**src/rtl/track_pkg.sv**
```systemverilog
// ---------------------------------------------------------------------------
// track_pkg : segment enum, colours and descriptor layout for track_renderer
// Rev 1.0 -- MARK exists only with TRACK_LANE_MARK_EN
// ---------------------------------------------------------------------------
`default_nettype none

package track_pkg;

`ifdef TRACK_LANE_MARK_EN
  typedef enum logic [2:0] {
    FAR     = 3'd0,
    GRASS_L = 3'd1,
    CURB_L  = 3'd2,
    ROAD    = 3'd3,
    CURB_R  = 3'd4,
    GRASS_R = 3'd5,
    MARK    = 3'd6
  } seg_t;
`else
  typedef enum logic [2:0] {
    FAR     = 3'd0,
    GRASS_L = 3'd1,
    CURB_L  = 3'd2,
    ROAD    = 3'd3,
    CURB_R  = 3'd4,
    GRASS_R = 3'd5
  } seg_t;
`endif

  localparam int DESC_W     = 40;
  localparam int STRIPE_BIT = 39;
  localparam int LEFT_LSB   = 29;
  localparam int LEFT_W     = 10;
  localparam int CURB_LSB   = 23;
  localparam int CURB_W     = 6;
  localparam int ROAD_LSB   = 13;
  localparam int ROAD_W     = 10;
  localparam int PITCH_LSB  = 3;
  localparam int PITCH_W    = 10;
  localparam int MARKW_LSB  = 0;
  localparam int MARKW_W    = 3;
  localparam int CNT_W      = 10;

  typedef struct packed {
    logic [3:0] r;
    logic [3:0] g;
    logic [3:0] b;
  } rgb_t;

  localparam rgb_t C_BLACK = 12'h000;
  localparam rgb_t C_SKY   = 12'h00F;
  localparam rgb_t C_GRASS = 12'h0F0;
  localparam rgb_t C_RED   = 12'hF00;
  localparam rgb_t C_WHITE = 12'hFFF;
  localparam rgb_t C_ROAD  = 12'h333;

  typedef struct packed {
    seg_t             seg;
    logic [CNT_W-1:0] width;
  } seg_load_t;

  // Segment order index: 0 GRASS_L, 1 CURB_L, 2 ROAD, 3 CURB_R, 4 GRASS_R.
  function automatic seg_load_t first_seg(input logic [2:0]       from_idx,
                                          input logic [CNT_W-1:0] left_w,
                                          input logic [CNT_W-1:0] curb_w,
                                          input logic [CNT_W-1:0] road_w);
    seg_load_t res;
    res.seg   = GRASS_R;
    res.width = '0;
    if (from_idx == 3'd0 && left_w != '0) begin
      res.seg   = GRASS_L;
      res.width = left_w;
    end else if (from_idx <= 3'd1 && curb_w != '0) begin
      res.seg   = CURB_L;
      res.width = curb_w;
    end else if (from_idx <= 3'd2 && road_w != '0) begin
      res.seg   = ROAD;
      res.width = road_w;
    end else if (from_idx <= 3'd3 && curb_w != '0) begin
      res.seg   = CURB_R;
      res.width = curb_w;
    end
    return res;
  endfunction

  function automatic logic [2:0] next_idx(input seg_t s);
    logic [2:0] idx;
    case (s)
      GRASS_L: idx = 3'd1;
      CURB_L:  idx = 3'd2;
      ROAD:    idx = 3'd3;
`ifdef TRACK_LANE_MARK_EN
      MARK:    idx = 3'd3;
`endif
      default: idx = 3'd4;
    endcase
    return idx;
  endfunction

endpackage

`default_nettype wire

```
**src/rtl/lane_marker.sv**
```systemverilog
// ---------------------------------------------------------------------------
// lane_marker : lane spacing counter and per-line marker budget (TRACK_LANE_MARK_EN)
// Rev 1.0
// ---------------------------------------------------------------------------
`default_nettype none

`ifdef TRACK_LANE_MARK_EN
module lane_marker
  import track_pkg::*;
#(
  parameter int LANES = 3
) (
  input  logic               clk,
  input  logic               rst,
  input  logic               step,
  input  logic               line_start,
  input  seg_t               seg_q,
  input  seg_t               seg_d,
  input  logic [PITCH_W-1:0] lane_pitch,
  input  logic [MARKW_W-1:0] mark_w,
  output logic               mark_go,
  output logic               mark_done
);

  logic [PITCH_W-1:0] lane_q, lane_d;
  logic [MARKW_W-1:0] mk_q, mk_d;
  logic [3:0]         used_q, used_d;

  always_comb begin
    lane_d = lane_q;
    mk_d   = mk_q;
    used_d = used_q;
    if (step) begin
      if (line_start) used_d = '0;
      // Lane distance restarts at 1 on every (re)entry into ROAD.
      if (seg_d == ROAD) begin
        lane_d = (seg_q == ROAD && !line_start) ? lane_q + PITCH_W'(1) : PITCH_W'(1);
      end
      if (seg_d == MARK) begin
        if (seg_q == MARK) begin
          mk_d = mk_q - MARKW_W'(1);
        end else begin
          mk_d   = mark_w;
          used_d = used_q + 4'd1;
        end
      end
    end
  end

  assign mark_go = (seg_q == ROAD) && (lane_pitch != '0) && (mark_w != '0) &&
                   (lane_q == lane_pitch) && (used_q < 4'(LANES - 1));
  assign mark_done = (seg_q == MARK) && (mk_q == MARKW_W'(1));

  always_ff @(posedge clk or posedge rst) begin
    if (rst) begin
      lane_q <= '0;
      mk_q   <= '0;
      used_q <= '0;
    end else begin
      lane_q <= lane_d;
      mk_q   <= mk_d;
      used_q <= used_d;
    end
  end

endmodule
`endif

`default_nettype wire

```
**src/rtl/track_renderer.sv**
```systemverilog
// ---------------------------------------------------------------------------
// track_renderer : per-scanline segment FSM producing registered track colour
// Rev 1.0 -- lane markers enabled by macro TRACK_LANE_MARK_EN
// ---------------------------------------------------------------------------
`default_nettype none

module track_renderer
  import track_pkg::*;
#(
  parameter int WINDOW_W = 160,
  parameter int HORIZON  = 60,
  parameter int SCALE    = 2,
  parameter int LANES    = 3,
  parameter int ADDR_W   = 9
) (
  input  logic              pixel_clk,
  input  logic              Reset,
  input  logic [9:0]        DrawX,
  input  logic [9:0]        DrawY,
  input  logic              isTrack,
  input  logic [39:0]       track_desc,
  output logic [3:0]        red,
  output logic [3:0]        green,
  output logic [3:0]        blue,
  output logic [ADDR_W-1:0] vram_addr
);

  localparam int SUM_W = (ADDR_W > 11) ? ADDR_W : 11;

  logic [9:0] draw_xs;
  logic [9:0] draw_ys;
  logic       step;
  logic       line_start;

  assign draw_xs = DrawX >> SCALE;
  assign draw_ys = DrawY >> SCALE;

  generate
    if (SCALE == 0) begin : g_step_every
      assign step = 1'b1;
    end else begin : g_step_scaled
      assign step = (DrawX[SCALE-1:0] == '0);
    end
  endgenerate

  seg_t              seg_q, seg_d;
  logic [CNT_W-1:0]  cnt_q, cnt_d;
  logic [DESC_W-1:0] line_q, line_d;
  rgb_t              rgb_q, rgb_d;
  logic [ADDR_W-1:0] vram_q, vram_d;
  logic [SUM_W-1:0]  vram_sum;
  seg_load_t         start_ld, adv_ld;

  assign line_start = step && isTrack && (draw_xs == '0);
  assign vram_sum   = SUM_W'(draw_ys) + SUM_W'(1) - SUM_W'(HORIZON);

  assign start_ld = first_seg(3'd0,
                              CNT_W'(track_desc[LEFT_LSB +: LEFT_W]),
                              CNT_W'(track_desc[CURB_LSB +: CURB_W]),
                              CNT_W'(track_desc[ROAD_LSB +: ROAD_W]));
  assign adv_ld = first_seg(next_idx(seg_q),
                            CNT_W'(line_q[LEFT_LSB +: LEFT_W]),
                            CNT_W'(line_q[CURB_LSB +: CURB_W]),
                            CNT_W'(line_q[ROAD_LSB +: ROAD_W]));

`ifdef TRACK_LANE_MARK_EN
  logic mark_go;
  logic mark_done;

  lane_marker #(
    .LANES(LANES)
  ) u_lane_marker (
    .clk        (pixel_clk),
    .rst        (Reset),
    .step       (step),
    .line_start (line_start),
    .seg_q      (seg_q),
    .seg_d      (seg_d),
    .lane_pitch (line_q[PITCH_LSB +: PITCH_W]),
    .mark_w     (line_q[MARKW_LSB +: MARKW_W]),
    .mark_go    (mark_go),
    .mark_done  (mark_done)
  );
`else
  logic unused_lane_fields;
  assign unused_lane_fields = ^line_q[PITCH_LSB + PITCH_W - 1:MARKW_LSB];
`endif

  always_comb begin
    seg_d  = seg_q;
    cnt_d  = cnt_q;
    line_d = line_q;
    vram_d = vram_q;
    if (step) begin
      if (!isTrack) begin
        seg_d = FAR;
      end else if (draw_xs == '0) begin
        line_d = track_desc;
        seg_d  = start_ld.seg;
        cnt_d  = start_ld.width;
      end else if (seg_q == FAR || seg_q == GRASS_R) begin
        seg_d = seg_q;
      end else if (draw_xs >= 10'(WINDOW_W)) begin
        seg_d = GRASS_R;
      end else if (cnt_q == CNT_W'(1)) begin
        seg_d = adv_ld.seg;
        cnt_d = adv_ld.width;
      end else begin
        // ROAD and MARK share one count so markers eat into the road width.
        cnt_d = cnt_q - CNT_W'(1);
`ifdef TRACK_LANE_MARK_EN
        if (seg_q == ROAD && mark_go) begin
          seg_d = MARK;
        end else if (seg_q == MARK && mark_done) begin
          seg_d = ROAD;
        end
`endif
      end
      if (isTrack && draw_xs == 10'(WINDOW_W - 1)) begin
        vram_d = vram_sum[ADDR_W-1:0];
      end
    end
  end

  always_comb begin
    rgb_d = C_SKY;
    case (seg_q)
      GRASS_L, GRASS_R: rgb_d = C_GRASS;
      CURB_L, CURB_R:   rgb_d = line_q[STRIPE_BIT] ? C_WHITE : C_RED;
      ROAD:             rgb_d = C_ROAD;
`ifdef TRACK_LANE_MARK_EN
      MARK:             rgb_d = line_q[STRIPE_BIT] ? C_WHITE : C_ROAD;
`endif
      default:          rgb_d = C_SKY;
    endcase
  end

  always_ff @(posedge pixel_clk or posedge Reset) begin
    if (Reset) begin
      seg_q  <= FAR;
      cnt_q  <= '0;
      line_q <= '0;
      rgb_q  <= C_BLACK;
      vram_q <= '0;
    end else begin
      seg_q  <= seg_d;
      cnt_q  <= cnt_d;
      line_q <= line_d;
      rgb_q  <= rgb_d;
      vram_q <= vram_d;
    end
  end

  assign red       = rgb_q.r;
  assign green     = rgb_q.g;
  assign blue      = rgb_q.b;
  assign vram_addr = vram_q;

endmodule

`default_nettype wire

```
**config.mk**
```make
export PLATFORM = sky130hd
export DESIGN_NAME = track_renderer
export DESIGN_NICKNAME = d
export VERILOG_FILES = /design/src/rtl/track_pkg.sv /design/src/rtl/lane_marker.sv /design/src/rtl/track_renderer.sv
export SDC_FILE = /design/constraint.sdc
export NUM_CORES = 1
export LEC_CHECK = 0
export ABC_AREA = 1
export CORE_MARGIN = 2
export CORE_UTILIZATION = 43
export CTS_CLUSTER_SIZE = 28
export DETAILED_ROUTE_END_ITERATION = 8
export PLACE_DENSITY = 0.77
export SYNTH_ARGS = -nofsm -noshare
export SYNTH_HDL_FRONTEND = slang
export SYNTH_SLANG_ARGS = --single-unit
```
**constraint.sdc**
```tcl
create_clock -name pixel_clk -period 1.7 [get_ports pixel_clk]
set_clock_uncertainty 0.2 [all_clocks]
set_input_delay 0.51 -clock pixel_clk [delete_from_list [all_inputs] [get_ports pixel_clk]]
set_output_delay 0.51 -clock pixel_clk [all_outputs]
set_load 0.02 [all_outputs]
```
==> reports/results.ini <==
[layout]
finish.net_count = 641
final_layout_size_suffix_gt1_frac = 0.408
areaGrowthSynthToFinish_pct = 62.1
antenna_cells_inserted = 0
final_cell_count_no_fill = 656
fin_area_sq_um = 4830
fin_util = 0.714

[floorplanning]
boundaryPins = 84
rows = 30
floorplan.core_area_sq_um = 6760
fp.dieArea_sq_um = 7600
initial_core_utilization = 0.441
die_w_um = 87.2
die_h_um = 87.2

[pwr]
power_density_nw_per_um2 = 859
vdd_drop_max_mv = 0.368
power.switching_mw = 1.66
power.combinational.fraction = 0.487
clkPwrFrac = 0.176
power_switching_share = 0.401
flop_pwr_share = 0.337
total_leakage_power_nw = 2.47
internal_power_mw = 2.48

[synth]
postSynthAreaPerCell_sq_um = 7.10
yosysMostFrequentCell = sky130_fd_sc_hd__nand2_1
synth_enable_flop_cells = 0
count_of_yosys_warnings_during_synthesis = 0
netlist-cell-type-count = 33
yosysSeqAreaShare = 0.378
syn-cell-area_sq_um = 2980
mappedNetlistNets = 485
synth_largest_type_area_fraction = 0.378
postSynth.asyncResetShare = 1.00
postSynthRegisterBits = 45
synthFlopType = sky130_fd_sc_hd__dfrtp_1
synth_cells = 419
synthTopCellsByArea = sky130_fd_sc_hd__dfrtp_1 38%, sky130_fd_sc_hd__nand2_1 12%, sky130_fd_sc_hd__nand3_1 9.1%, sky130_fd_sc_hd__inv_1 7.1%, sky130_fd_sc_hd__nor2_1 5.9%
synth_common_cells = 95 x sky130_fd_sc_hd__nand2_1, 56 x sky130_fd_sc_hd__inv_1, 54 x sky130_fd_sc_hd__nand3_1
post-synth-top-area-cell = sky130_fd_sc_hd__dfrtp_1

[critical_path]
r2r_start = line_q[15]$_DFFE_PP0P_
crit_required_ps = 1740
timing.reg2reg.setup_slack_ps = -70
crit_path_start = line_q[15]$_DFFE_PP0P_
critical_path.startpoint_type = flip-flop
timing_worst_setup_path_type = reg2reg
critical_path_arrival_ps = 1810
endpoint_of_the_worst_slack_reg_to_reg_timing_path = cnt_q[4]$_DFFE_PP0P_
ff2ff_path_depth = 9
crit_path_end_kind = flip-flop
cp-endpoint = cnt_q[4]$_DFFE_PP0P_
critical_path_peak_fanout = 8

[timing]
setup_total_negative_slack_ps = -385
report.final.hold_viol_count = 0
maxSlewHeadroom = 0.762
worst_slew_pin_slew_ps = 357
grt_setup_unrepaired = yes
final_number_of_setup_violating_endpoints = 12
slew_limit_fails = 0
minimum_clock_period_ps = 1770
post-route-period-util = 1.04
worst_slack_ps = -74.2
max_freq_mhz = 564
whs_ps = 297

[placement]
numPlacedInstances = 621
placement.io_buffers = 68
dp.final_hpwl_um = 7010
place.gp.congestion = 0.896
dpl-instance-area_sq_um = 4190

[routing]
drt-pass1-iter-count = 5
post_drt_via_cell_ratio = 5.34
postRouteAntennaNets = 0
post_drt_wl_per_cell_um = 15.5
dr_total_vias = 3503
detail_route.iter0.violations = 240
drt_wl_total_um = 10100
drc = 0

[outcome]
violations_in_the_final_reports = setup timing
outcome = complete, but fails checks

[grt]
grt_util_met2 = 0.478
first_pass_grt_wire_length_um = 15900
grt.total_usage = 0.267
grt_max_degree = 46
met1_usage = 0.318
vias_in_the_first_global_route = 3501
grt.met3_usage = 0.0502
grt-busiest-layer = met2
gr-total-overflow = 0
number_of_antenna_violations_at_the_first_check_in_global_routing = 0

[hold_path]
hp-class = reg2reg

[run]
drv.max_cap_violation_count = 0

[clock_network]
clock_slew_at_reported_path_ffs_ps = 100
root_buffer = sky130_fd_sc_hd__clkbuf_8
clock_tree.htree_level_count = 2
cts_inserted_buffers = 5
cts_tree = built
clk-insertion-delay-late_ps = 320
cts_sinks = 45
cts_max_path_buffers = 2

[layout by cell type (no fill, tap or decap), types with 5 or more instances in the layout]
cell type	instances
sky130_fd_sc_hd__a21oi_1	10
sky130_fd_sc_hd__a21oi_2	9
sky130_fd_sc_hd__buf_2	6
sky130_fd_sc_hd__buf_4	81
sky130_fd_sc_hd__buf_6	9
sky130_fd_sc_hd__clkbuf_2	10
sky130_fd_sc_hd__clkbuf_8	5
sky130_fd_sc_hd__clkdlybuf4s15_1	10
sky130_fd_sc_hd__clkdlybuf4s15_2	14
sky130_fd_sc_hd__clkdlybuf4s50_1	13
sky130_fd_sc_hd__dfrtp_1	44
sky130_fd_sc_hd__dlygate4sd2_1	10
sky130_fd_sc_hd__dlymetal6s2s_1	5
sky130_fd_sc_hd__inv_1	37
sky130_fd_sc_hd__inv_2	20
sky130_fd_sc_hd__nand2_1	89
sky130_fd_sc_hd__nand2_2	7
sky130_fd_sc_hd__nand2_4	6
sky130_fd_sc_hd__nand3_1	37
sky130_fd_sc_hd__nand3_2	17
sky130_fd_sc_hd__nand4_1	9
sky130_fd_sc_hd__nor2_1	35
sky130_fd_sc_hd__nor2_2	8
sky130_fd_sc_hd__nor2_4	12
sky130_fd_sc_hd__o21ai_0	17
sky130_fd_sc_hd__o21ai_1	15
[worst min path at each step]
stage                                   from                        to  slack (ps)  cells after the start
finish              vram_addr[1]$_DFFE_PP0P_  vram_addr[1]$_DFFE_PP0P_         300                      2
global route        vram_addr[3]$_DFFE_PP0P_  vram_addr[3]$_DFFE_PP0P_         320                      2
CTS                 vram_addr[3]$_DFFE_PP0P_  vram_addr[3]$_DFFE_PP0P_         300                      2
detailed placement  vram_addr[3]$_DFFE_PP0P_  vram_addr[3]$_DFFE_PP0P_         280                      2
global placement    vram_addr[1]$_DFFE_PP0P_  vram_addr[1]$_DFFE_PP0P_         270                      2
floorplan               cnt_q[7]$_DFFE_PP0P_      cnt_q[7]$_DFFE_PP0P_         260                      2
[layout make-up]
type                    instances  area [sq um]
clock buffers                   5          68.8
clock inverters                 3          25.0
fillers                       521          1930
inverters                      60           235
multi-input cells             301          1850
flip-flops and latches         45          1130
well taps                      80           100
repair buffers                162          1420
[logic make-up after synthesis]
logic type      Yosys count  synth area share
flops                    45             0.378
fa+ha+maj                 3            0.0126
buf+inv                  74             0.113
mux                       4            0.0202
xor+xnor                  4            0.0118
simple gates            230             0.360
compound gates           59             0.104
[timing repair]
action	CTS	global route
gates resized for setup	176	72
hold buffers	0	0
cloned	2	0
pin swaps	52	46
setup buffers	19	7
setup endpoints to repair	60	42
[flip-flops by register name, summed over array words and instances (netlist names)]
name       count
blue           2
cnt_q         10
line_q        17
seg_q          3
vram_addr      9
red            2
green          2
[metrics by stage]
stage                     power (mW)  worst slack [ps]
after detailed placement        3.08              -637
final                           4.15             -74.2
after CTS                       3.99             -40.6
after global routing            4.38              -159
after global placement          3.03              -632
after floorplan                 2.27             -11.4
[per-layer routing]
| metal | vias to the layer above | routed length [um] |
|---|---|---|
| met1 | 1642 | 4080 |
| met5 | - | 0 |
| li1 | 1665 | - |
| met3 | 31 | 687 |
| met4 | 0 | 289 |
| met2 | 165 | 5090 |
[power groups by stage]
stage | registers [mW] | logic, mW | clock network, mW
floorplan | 1.44 | 0.825 | 0
global placement | 1.39 | 1.64 | 0
detailed placement | 1.39 | 1.68 | 0
CTS | 1.39 | 1.88 | 0.726
global route | 1.42 | 2.19 | 0.769
finish | 1.40 | 2.02 | 0.729
[critical path, stage by stage, from the launching register on]
cell	delay, ps
sky130_fd_sc_hd__dfrtp_1	430
sky130_fd_sc_hd__nor2_1	210
sky130_fd_sc_hd__nand2_1	70
sky130_fd_sc_hd__nor2_1	100
sky130_fd_sc_hd__nand2_1	100
sky130_fd_sc_hd__nand3_4	170
sky130_fd_sc_hd__nand3_1	110
sky130_fd_sc_hd__nand3_2	110
sky130_fd_sc_hd__nand2_2	50
sky130_fd_sc_hd__a21oi_2	140
Power figures use the tool's default switching activity.
